<file path="config.mk">
export PLATFORM = sky130hd
export DESIGN_NAME = rebote_ocho_botones
export DESIGN_NICKNAME = d
export VERILOG_FILES = /design/src/rtl/lab_pkg.sv /design/src/rtl/rebote_bit.sv /design/src/rtl/rebote_ocho_botones.sv
export SDC_FILE = /design/constraint.sdc
export NUM_CORES = 1
export LEC_CHECK = 0
export ABC_AREA = 1
export BUFFER_PORTS_ARGS = -buffer_cell sky130_fd_sc_hd__buf_4
export CAP_MARGIN = 15
export CORE_UTILIZATION = 36
export CTS_CLUSTER_SIZE = 30
export DETAILED_ROUTE_END_ITERATION = 6
export GPL_ROUTABILITY_DRIVEN = 0
export PLACE_DENSITY_LB_ADDON = 0.2
export SLEW_MARGIN = 20
export SYNTH_ARGS = -nofsm -noshare
export SYNTH_HDL_FRONTEND = slang
export SYNTH_SLANG_ARGS = --single-unit
</file>
<file path="constraint.sdc">
create_clock -name clk -period 1.3 [get_ports clk]
set_clock_uncertainty 0.05 [all_clocks]
set_input_delay 0.325 -clock clk [delete_from_list [all_inputs] [get_ports clk]]
set_output_delay 0.325 -clock clk [all_outputs]
set_load 0.005 [all_outputs]
</file>
<file path="src/rtl/lab_pkg.sv">
// rtl/lab_pkg.sv - shared constants and counter-width helper for the button front end
package lab_pkg;

  localparam int N_BOTONES  = 8;
  localparam int DIV_DEF    = 100000;
  localparam int STABLE_DEF = 4;

  // Counter width for a modulus of n, never narrower than one bit.
  function automatic int ancho_cnt(input int n);
    return (n <= 2) ? 1 : $clog2(n);
  endfunction

endpackage

</file>
<file path="src/rtl/rebote_bit.sv">
// rtl/rebote_bit.sv - one button: 2-flop synchronizer, tick-paced debounce, edge/change flags
module rebote_bit
  import lab_pkg::*;
#(
  parameter int STABLE = STABLE_DEF
) (
  input  logic clk,
  input  logic rst,
  input  logic tick,
  input  logic btn,
  output logic nivel,
  output logic flanco,
  output logic cambio
);

  localparam int CW = ancho_cnt(STABLE);
  localparam logic [CW-1:0] CNT_MAX = CW'(STABLE - 1);

  logic          s1;
  logic          s;
  logic [CW-1:0] cnt;
  logic          acepta;

  // The tick on which a disagreeing level has persisted long enough to be taken.
  assign acepta = tick && (s != nivel) && (cnt == CNT_MAX);

  always_ff @(posedge clk) begin
    if (rst) begin
      s1     <= 1'b0;
      s      <= 1'b0;
      cnt    <= '0;
      nivel  <= 1'b0;
      flanco <= 1'b0;
      cambio <= 1'b0;
    end else begin
      s1     <= btn;
      s      <= s1;
      flanco <= acepta && s;
      cambio <= acepta;
      if (tick) begin
        if (s == nivel) begin
          cnt <= '0;
        end else if (cnt == CNT_MAX) begin
          nivel <= s;
          cnt   <= '0;
        end else begin
          cnt <= cnt + CW'(1);
        end
      end
    end
  end

endmodule

</file>
<file path="src/rtl/rebote_ocho_botones.sv">
// rtl/rebote_ocho_botones.sv - eight-button debouncer with shared prescaler and press/change strobes
module rebote_ocho_botones
  import lab_pkg::*;
#(
  parameter int DIV    = DIV_DEF,
  parameter int STABLE = STABLE_DEF
) (
  input  logic                 clk,
  input  logic                 rst,
  input  logic [N_BOTONES-1:0] btn,
  output logic [N_BOTONES-1:0] ocho,
  output logic [N_BOTONES-1:0] flanco,
  output logic                 cambio
);

  localparam int PW = ancho_cnt(DIV);
  localparam logic [PW-1:0] PRE_MAX = PW'(DIV - 1);

  logic [PW-1:0]        pre;
  logic                 tick;
  logic [N_BOTONES-1:0] cambio_bit;

  // Free-running; input activity never restarts the sampling phase.
  always_ff @(posedge clk) begin
    if (rst) begin
      pre <= '0;
    end else if (pre == PRE_MAX) begin
      pre <= '0;
    end else begin
      pre <= pre + PW'(1);
    end
  end

  assign tick = (pre == PRE_MAX);

  for (genvar i = 0; i < N_BOTONES; i++) begin : g_bit
    rebote_bit #(
      .STABLE(STABLE)
    ) u_bit (
      .clk   (clk),
      .rst   (rst),
      .tick  (tick),
      .btn   (btn[i]),
      .nivel (ocho[i]),
      .flanco(flanco[i]),
      .cambio(cambio_bit[i])
    );
  end

  assign cambio = |cambio_bit;

endmodule

</file>
==> results of run 1 <==
[cell type report]
class	count	area, µm²	share of cell area (%)
timing repair buffer	74	697	16.3
multi-input combinational	234	1600	37.4
sequential	73	1470	34.4
tap	105	131	3.07
clock buffer	9	124	2.90
clock inverter	7	71.3	1.67
inverter	48	180	4.22
[how the worst min path moves through the flow]
stage                                            start                           end
after floorplan           g_bit[0].u_bit.s1$_SDFF_PP0_   g_bit[0].u_bit.s$_SDFF_PP0_
after global placement    g_bit[3].u_bit.s1$_SDFF_PP0_   g_bit[3].u_bit.s$_SDFF_PP0_
after detailed placement  g_bit[3].u_bit.s1$_SDFF_PP0_   g_bit[3].u_bit.s$_SDFF_PP0_
after CTS                                       btn[5]  g_bit[5].u_bit.s1$_SDFF_PP0_
after global routing                            btn[4]  g_bit[4].u_bit.s1$_SDFF_PP0_
final                                           btn[5]  g_bit[5].u_bit.s1$_SDFF_PP0_
[synthesized netlist by cell type]
cell type,number
a21oi_1,10
buf_2,2
buf_4,16
buf_6,1
buf_8,1
clkbuf_1,7
clkinv_1,1
dfxtp_1,73
ha_1,9
inv_1,45
inv_2,2
nand2_1,66
nand2_2,2
nand3_1,39
nand3_2,1
nand3_4,1
nand4_1,10
nor2_1,63
nor2_2,2
nor2_4,2
nor2_8,3
nor3_1,2
nor3_2,1
nor3b_1,1
nor4_1,2
o21ai_0,5
or2_0,2
or2_2,1
xnor2_1,8
xor2_1,3
[flip-flops by register name (all words and copies together), names as in the netlist]
| name | flops |
|---|---|
| g_bit.u_bit.cambio | 8 |
| g_bit.u_bit.cnt | 16 |
| g_bit.u_bit.s | 8 |
| g_bit.u_bit.s1 | 8 |
| g_bit.u_bit.nivel | 8 |
| g_bit.u_bit.flanco | 8 |
| pre | 17 |
[cell families (layout without fill, tap and decap cells)]
family / Yosys count / in the layout
simple gates: 198 / 199
buf+inv: 75 / 138
flops: 73 / 73
compound gates: 15 / 15
xor+xnor: 11 / 11
fa+ha+maj: 9 / 9
[per-layer routing]
metal	vias up	wire length, µm	GRT usage (%)
li1	1304	-	-
met3	10	194	3.24
met4	0	154	8.08
met5	-	0	0
met2	34	2870	25.2
met1	1149	2950	21.0
[critical path, delay by kind of cell, from the launching register on]
family | cells | cell delay, ns
DFF | 1 | 0.33
and+or+nand+nor | 2 | 0.40
buffers and inverters | 1 | 0.13
[report_power, final]
| group | switching (mW) | leakage (nW) | internal (mW) |
|---|---|---|---|
| clock | 0.873 | 0.103 | 0.885 |
| combinational | 0.100 | 1.27 | 0.0822 |
| sequential | 0.0171 | 0.595 | 2.27 |
| total | 0.991 | 1.97 | 3.23 |
[per-stage QoR]
| stage | cells | instance area [µm²] | worst slack [ns] | setup TNS [ns] |
|---|---|---|---|---|
| after floorplan | 381 | 3140 | -0.100 | -1.45 |
| after global placement | 517 | 3530 | -0.219 | -5.71 |
| after detailed placement | 517 | 3530 | -0.253 | -7.11 |
| after CTS | 553 | 4230 | -0.334 | -8.69 |
| after global routing | 550 | 4270 | -0.363 | -14.05 |
| final | 550 | 4270 | -0.275 | -9.65 |
[what timing repair did]
action,CTS,global route
setup buffers,18,0
cloned,3,0
hold endpoints to repair,0,0
pin swaps,29,14
gates resized for setup,76,26
setup endpoints to repair,58,59
[layout by cell type (no fill, tap or decap), drive strengths merged, types with 2 or more instances in the layout]
| cell | n |
|---|---|
| a21oi | 10 |
| buf | 74 |
| clkbuf | 9 |
| clkinv | 7 |
| dfxtp | 73 |
| ha | 9 |
| inv | 47 |
| nand2 | 68 |
| nand3 | 42 |
| nand4 | 10 |
| nor2 | 70 |
| nor3 | 3 |
| nor4 | 2 |
| o21ai | 5 |
| or2 | 3 |
| xnor2 | 8 |
| xor2 | 3 |
==> results.tsv, run 1 <==
metric	value	unit
outcome	finished, violations left	
violations	setup timing	
netlist_area	3040	µm²
powerDensity	988	nW/µm²
via_per_inst	4.54	
synth_xor_area_share	3.16	%
path_cells	nor4_4, nand2_1, buf_6	
final.period_utilization	121	%
min_delay_path_depth	3	
synth_top_cell_by_area	dfxtp_1	
num_vias	2497	
post-route-util	52.0	%
finalMaxSlewViolations	0	
slowest_delay	0.33	ns
hold_buffers	0	
first_pass_iters	4	
syn_nets	400	
ff2ff_setup_slack	-0.25	ns
synthSimpleGateAreaFrac	30.7	%
start_util	37.0	%
crit_start	g_bit[6].u_bit.cambio$_SDFF_PP0_	
yosysUniqueCellTypes	30	
cts.path.max_buffers	2	
fmax	635	MHz
slew_headroom	70.0	%
clkSinkCount	73	
timing.critical_path.from_type	flop	
path_class	flop to output port	
num-fill-cells	759	
worstPathArrival	1.20	ns
clk_root_buffer_cell	clkbuf_8	
ios	27	
path_clk_slew	0.08	ns
hold_viol_final	0	
yosys.area.top_type_share	48.0	%
yosys_warnings	0	
tritoncts	yes	
timing.hold.worst.class	input pin to flop	
die_h	94.0	µm
rsz0062_at_grt	true	
cts_buffers	9	
period_needed	1.57	ns
coreArea	8220	µm²
clk-insertion-delay-late	0.35	ns
io_buffers	26	
wl_per_cell	11.2	µm
die_w	94.0	µm
netlist_top_cells_area	dfxtp_1 48%, nand2_1 8.1%, nor2_1 7.8%, nand3_1 6.4%, inv_1 5.5%	
syn_inst	381	
synth.area.mux_share	0	%
endpoint	cambio	
antenna_cells	0	
required	0.93	ns
postRouteWirelength	6170	µm
synth_top_family_by_area	simple AND/OR/NAND/NOR gates	
ant_nets	0	
layout-drive-gt1-share	40.7	%
syn_avg_cell_area	7.99	µm²
gr-total-overflow	0	
grt_max_degree	33	
crit_path_max_fanout	1	
synth_fa_ha_area_share	3.70	%
area_growth	40.4	%
drt_first_iter_violations	77	
antenna_found_initial	0	
hold_ws	0.118	ns
setup_violations	58	
p_leak	1.97	nW
timing.rr.end	g_bit[4].u_bit.nivel$_SDFFE_PP0P_	
grt.total_usage	16.1	%
critical-path-slowest-cell	dfxtp_2	
worstRegToRegCells	9	
max-vdd-ir-drop	0.614	mV
drc	0	
max_cap_violations	0	
row_count	33	
synth-compound-area-share	2.47	%
yosysSeqAreaShare	48.0	%
nNetsFinal	459	
hpwl	3820	µm
end_kind	output port	
ys_seq_elements	73	
htree_levels	3	
grt_pass1_wl	10800	µm
power.total	4.22	mW
fin_ws	-0.275	ns
dieArea	8830	µm²
worstReg2RegStart	pre[0]$_SDFF_PP0_	
grt_pass1_vias	2357	
worst_slew_pin_slew	0.446	ns
Note: power is estimated with default switching activity, not from simulation.
==> inputs of run 2 (changes only) <==
ABC_AREA = 0   (was 1)
==> run 2 against run 1 <==
  * The flow still finishes with violations (setup timing)
  * Sequential power hardly changed
  * Flip-flop and latch count stayed put
  * Clock power is 19% higher
  * Cell area is 5.3% lower
  * Worst setup slack worse by 0.068 ns
  * Clock-buffer cell count is 1 higher
  * Power is 7.4% higher
  * Die area is 2.5% lower
  * Critical path type is now flop to flop
  * Critical endpoint is now g_bit[3].u_bit.cnt[0]$_SDFFE_PP0N_
==> results.tsv, run 2 <==
metric	value	unit
outcome	finished, violations left	
violations	setup timing	
largest_reg_flops	17	
rsz0062_at_grt	true	
synth_top_cell_by_area	dfxtp_1	
synth_fa_ha_area_share	3.79	%
clk_root_buffer_cell	clkbuf_8	
tritoncts	yes	
htree_levels	3	
first_pass_iters	4	
ys_seq_elements	73	
final_common_cell	dfxtp_1	
worst_slew_pin_slew	0.329	ns
period_needed	1.64	ns
start_util	37.8	%
synth_edf_count	0	
clkPwrFrac	46.1	%
layout-drive-gt1-share	39.4	%
io_buffers	26	
path_clk_slew	0.08	ns
syn_avg_cell_area	9.54	µm²
max_cap_violations	0	
async_reset_ff_share	0	%
finalSetupTns	-15.32	ns
path_class	flop to flop	
row_count	32	
grt_pass1_vias	2268	
syn_inst	311	
hold_viol_final	0	
via_per_inst	4.91	
dieArea	8610	µm²
synth_top_family_by_area	simple AND/OR/NAND/NOR gates	
setup_violations	57	
num_vias	2321	
ff2ff_setup_slack	-0.34	ns
hpwl	4140	µm
slew_headroom	78.0	%
synth_most_common_cell	dfxtp_1	
netlist_top_cells_area	dfxtp_1 49%, nand3_1 5.1%, a21oi_1 4.4%, xor2_1 4.1%, buf_4 4.0%	
end_kind	flop	
yosysUniqueCellTypes	35	
yosys.area.top_type_share	49.2	%
internal_power	3.62	mW
die_w	92.8	µm
num-fill-cells	745	
grt_max_degree	23	
antenna_cells	0	
reg.largest.list	pre x17, g_bit.u_bit.cnt x16	
ant_nets	0	
yosysSeqAreaShare	49.2	%
antenna_found_initial	0	
synth_commonest_cells	73 x dfxtp_1, 30 x nand3_1, 26 x a21oi_1	
crit_path_max_fanout	8	
worstReg2RegStart	pre[1]$_SDFF_PP0_	
p_sw_share	20.3	%
min-delay-start	btn[1]	
grt.total_usage	15.5	%
required	1.52	ns
synth_xor_area_share	6.20	%
p_sw	0.922	mW
timing.critical_path.from_type	flop	
fmax	609	MHz
synthFlopType	dfxtp_1	
nNetsFinal	386	
clkSinkCount	73	
layout_common_cells	65 x dfxtp_1, 57 x buf_4, 21 x nand2_1	
synth.area.mux_share	0	%
wl_per_cell	13.3	µm
worstPathArrival	1.87	ns
max-vdd-ir-drop	0.572	mV
yosys_warnings	0	
syn_nets	330	
finalMaxSlewViolations	0	
combPwrFrac	3.6	%
seq_area	1480	µm²
fin_ws	-0.343	ns
area_growth	36.4	%
crit_start	pre[1]$_SDFF_PP0_	
postRouteWirelength	6290	µm
ios	27	
netlist_area	2970	µm²
powerDensity	1120	nW/µm²
grt_pass1_wl	10400	µm
gr-total-overflow	0	
hold_buffers	0	
dp_slack	-0.423	ns
p_seq_share	50.3	%
cts.path.max_buffers	2	
clk-insertion-delay-late	0.34	ns
timing.hold.worst.class	input pin to flop	
drc	0	
regMostFlops	pre	
die_h	92.8	µm
p_leak	1.65	nW
cts_buffers	9	
coreArea	7850	µm²
multi_input_area	1540	µm²
synth-compound-area-share	6.28	%
hold_ws	0.143	ns
final.period_utilization	126	%
drt_first_iter_violations	76	
synthSimpleGateAreaFrac	27.6	%
==> run 2: cell count changes in the layout (fill, tap and decap cells not counted), sizes merged, moves of 6 or more <==
| cell | before | now |
|---|---|---|
| nand2 | 68 | 21 |
| clkinv | 7 | 1 |
| nand3 | 42 | 30 |
| nor2 | 70 | 25 |
| inv | 47 | 10 |
| and3 | 0 | 8 |
| xor2 | 3 | 14 |
| and4b | 0 | 8 |
| a21oi | 10 | 26 |
| nor2b | 0 | 16 |
==> run 2: per-stage QoR <==
| step | cells | utilization, % | power [mW] | instance area [µm²] |
|---|---|---|---|---|
| after global placement | 449 | 44.1 | 2.47 | 3460 |
| final | 473 | 51.6 | 4.54 | 4050 |
| after global routing | 473 | 51.6 | 4.72 | 4050 |
| after floorplan | 311 | - | 2.40 | 3020 |
| after CTS | 469 | 49.1 | 4.58 | 3850 |
| after detailed placement | 449 | 44.1 | 2.47 | 3460 |
==> run 2: power groups by stage <==
stage / clock, mW / combinational (mW) / sequential (mW)
floorplan: 0 / 0.0652 / 2.34
global placement: 0 / 0.129 / 2.34
detailed placement: 0 / 0.130 / 2.34
CTS: 2.15 / 0.151 / 2.28
global route: 2.25 / 0.181 / 2.29
finish: 2.09 / 0.164 / 2.28
==> run 2: final cells by class <==
class,count,share of cell area [%]
Clock buffer,10,3.15
Clock inverter,5,2.57
Inverter,9,0.835
Multi-Input combinational cell,202,38.1
Sequential cell,73,36.5
Tap cell,102,3.15
Timing Repair Buffer,72,15.7
==> run 2: layer usage <==
metal | up-vias | global-route usage [%] | wire (µm)
met5 | - | 0 | 0
met3 | 4 | 4.27 | 192
met4 | 0 | 5.00 | 44
met2 | 26 | 27.0 | 3100
met1 | 1113 | 18.3 | 2960
li1 | 1178 | - | -
==> run 2: logic make-up after synthesis <==
family,Yosys count
buffers and inverters,36
adders and majority gates,9
DFF,73
xor gates and xnor gates,21
AOI/OAI and AO/OA,36
and+or+nand+nor,136
==> run 2: worst paths after layout <==
check	endpoint	cells after the start
worst min register to register	g_bit[4].u_bit.s$_SDFF_PP0_	1
worst max register to register	g_bit[3].u_bit.cnt[0]$_SDFFE_PP0N_	8
worst min-delay path	g_bit[1].u_bit.s1$_SDFF_PP0_	2
worst max-delay path	g_bit[3].u_bit.cnt[0]$_SDFFE_PP0N_	8
==> run 2: what timing repair did <==
item	in CTS	in global routing
buffers inserted	4	5
pin swaps	15	19
hold endpoints to repair	0	0
gates resized for setup	22	45
endpoints found under the setup margin	57	57
cloned	1	0
==> run 2: worst max-delay path, stage by stage, from the launching register on <==
cell and delay [ns]:
dfxtp_2 0.35, ha_4 0.14, buf_6 0.08, nand4_1 0.08, buf_6 0.15, nor4_4 0.31, buf_6 0.19, nand3_2 0.07
a21oi_2 0.14
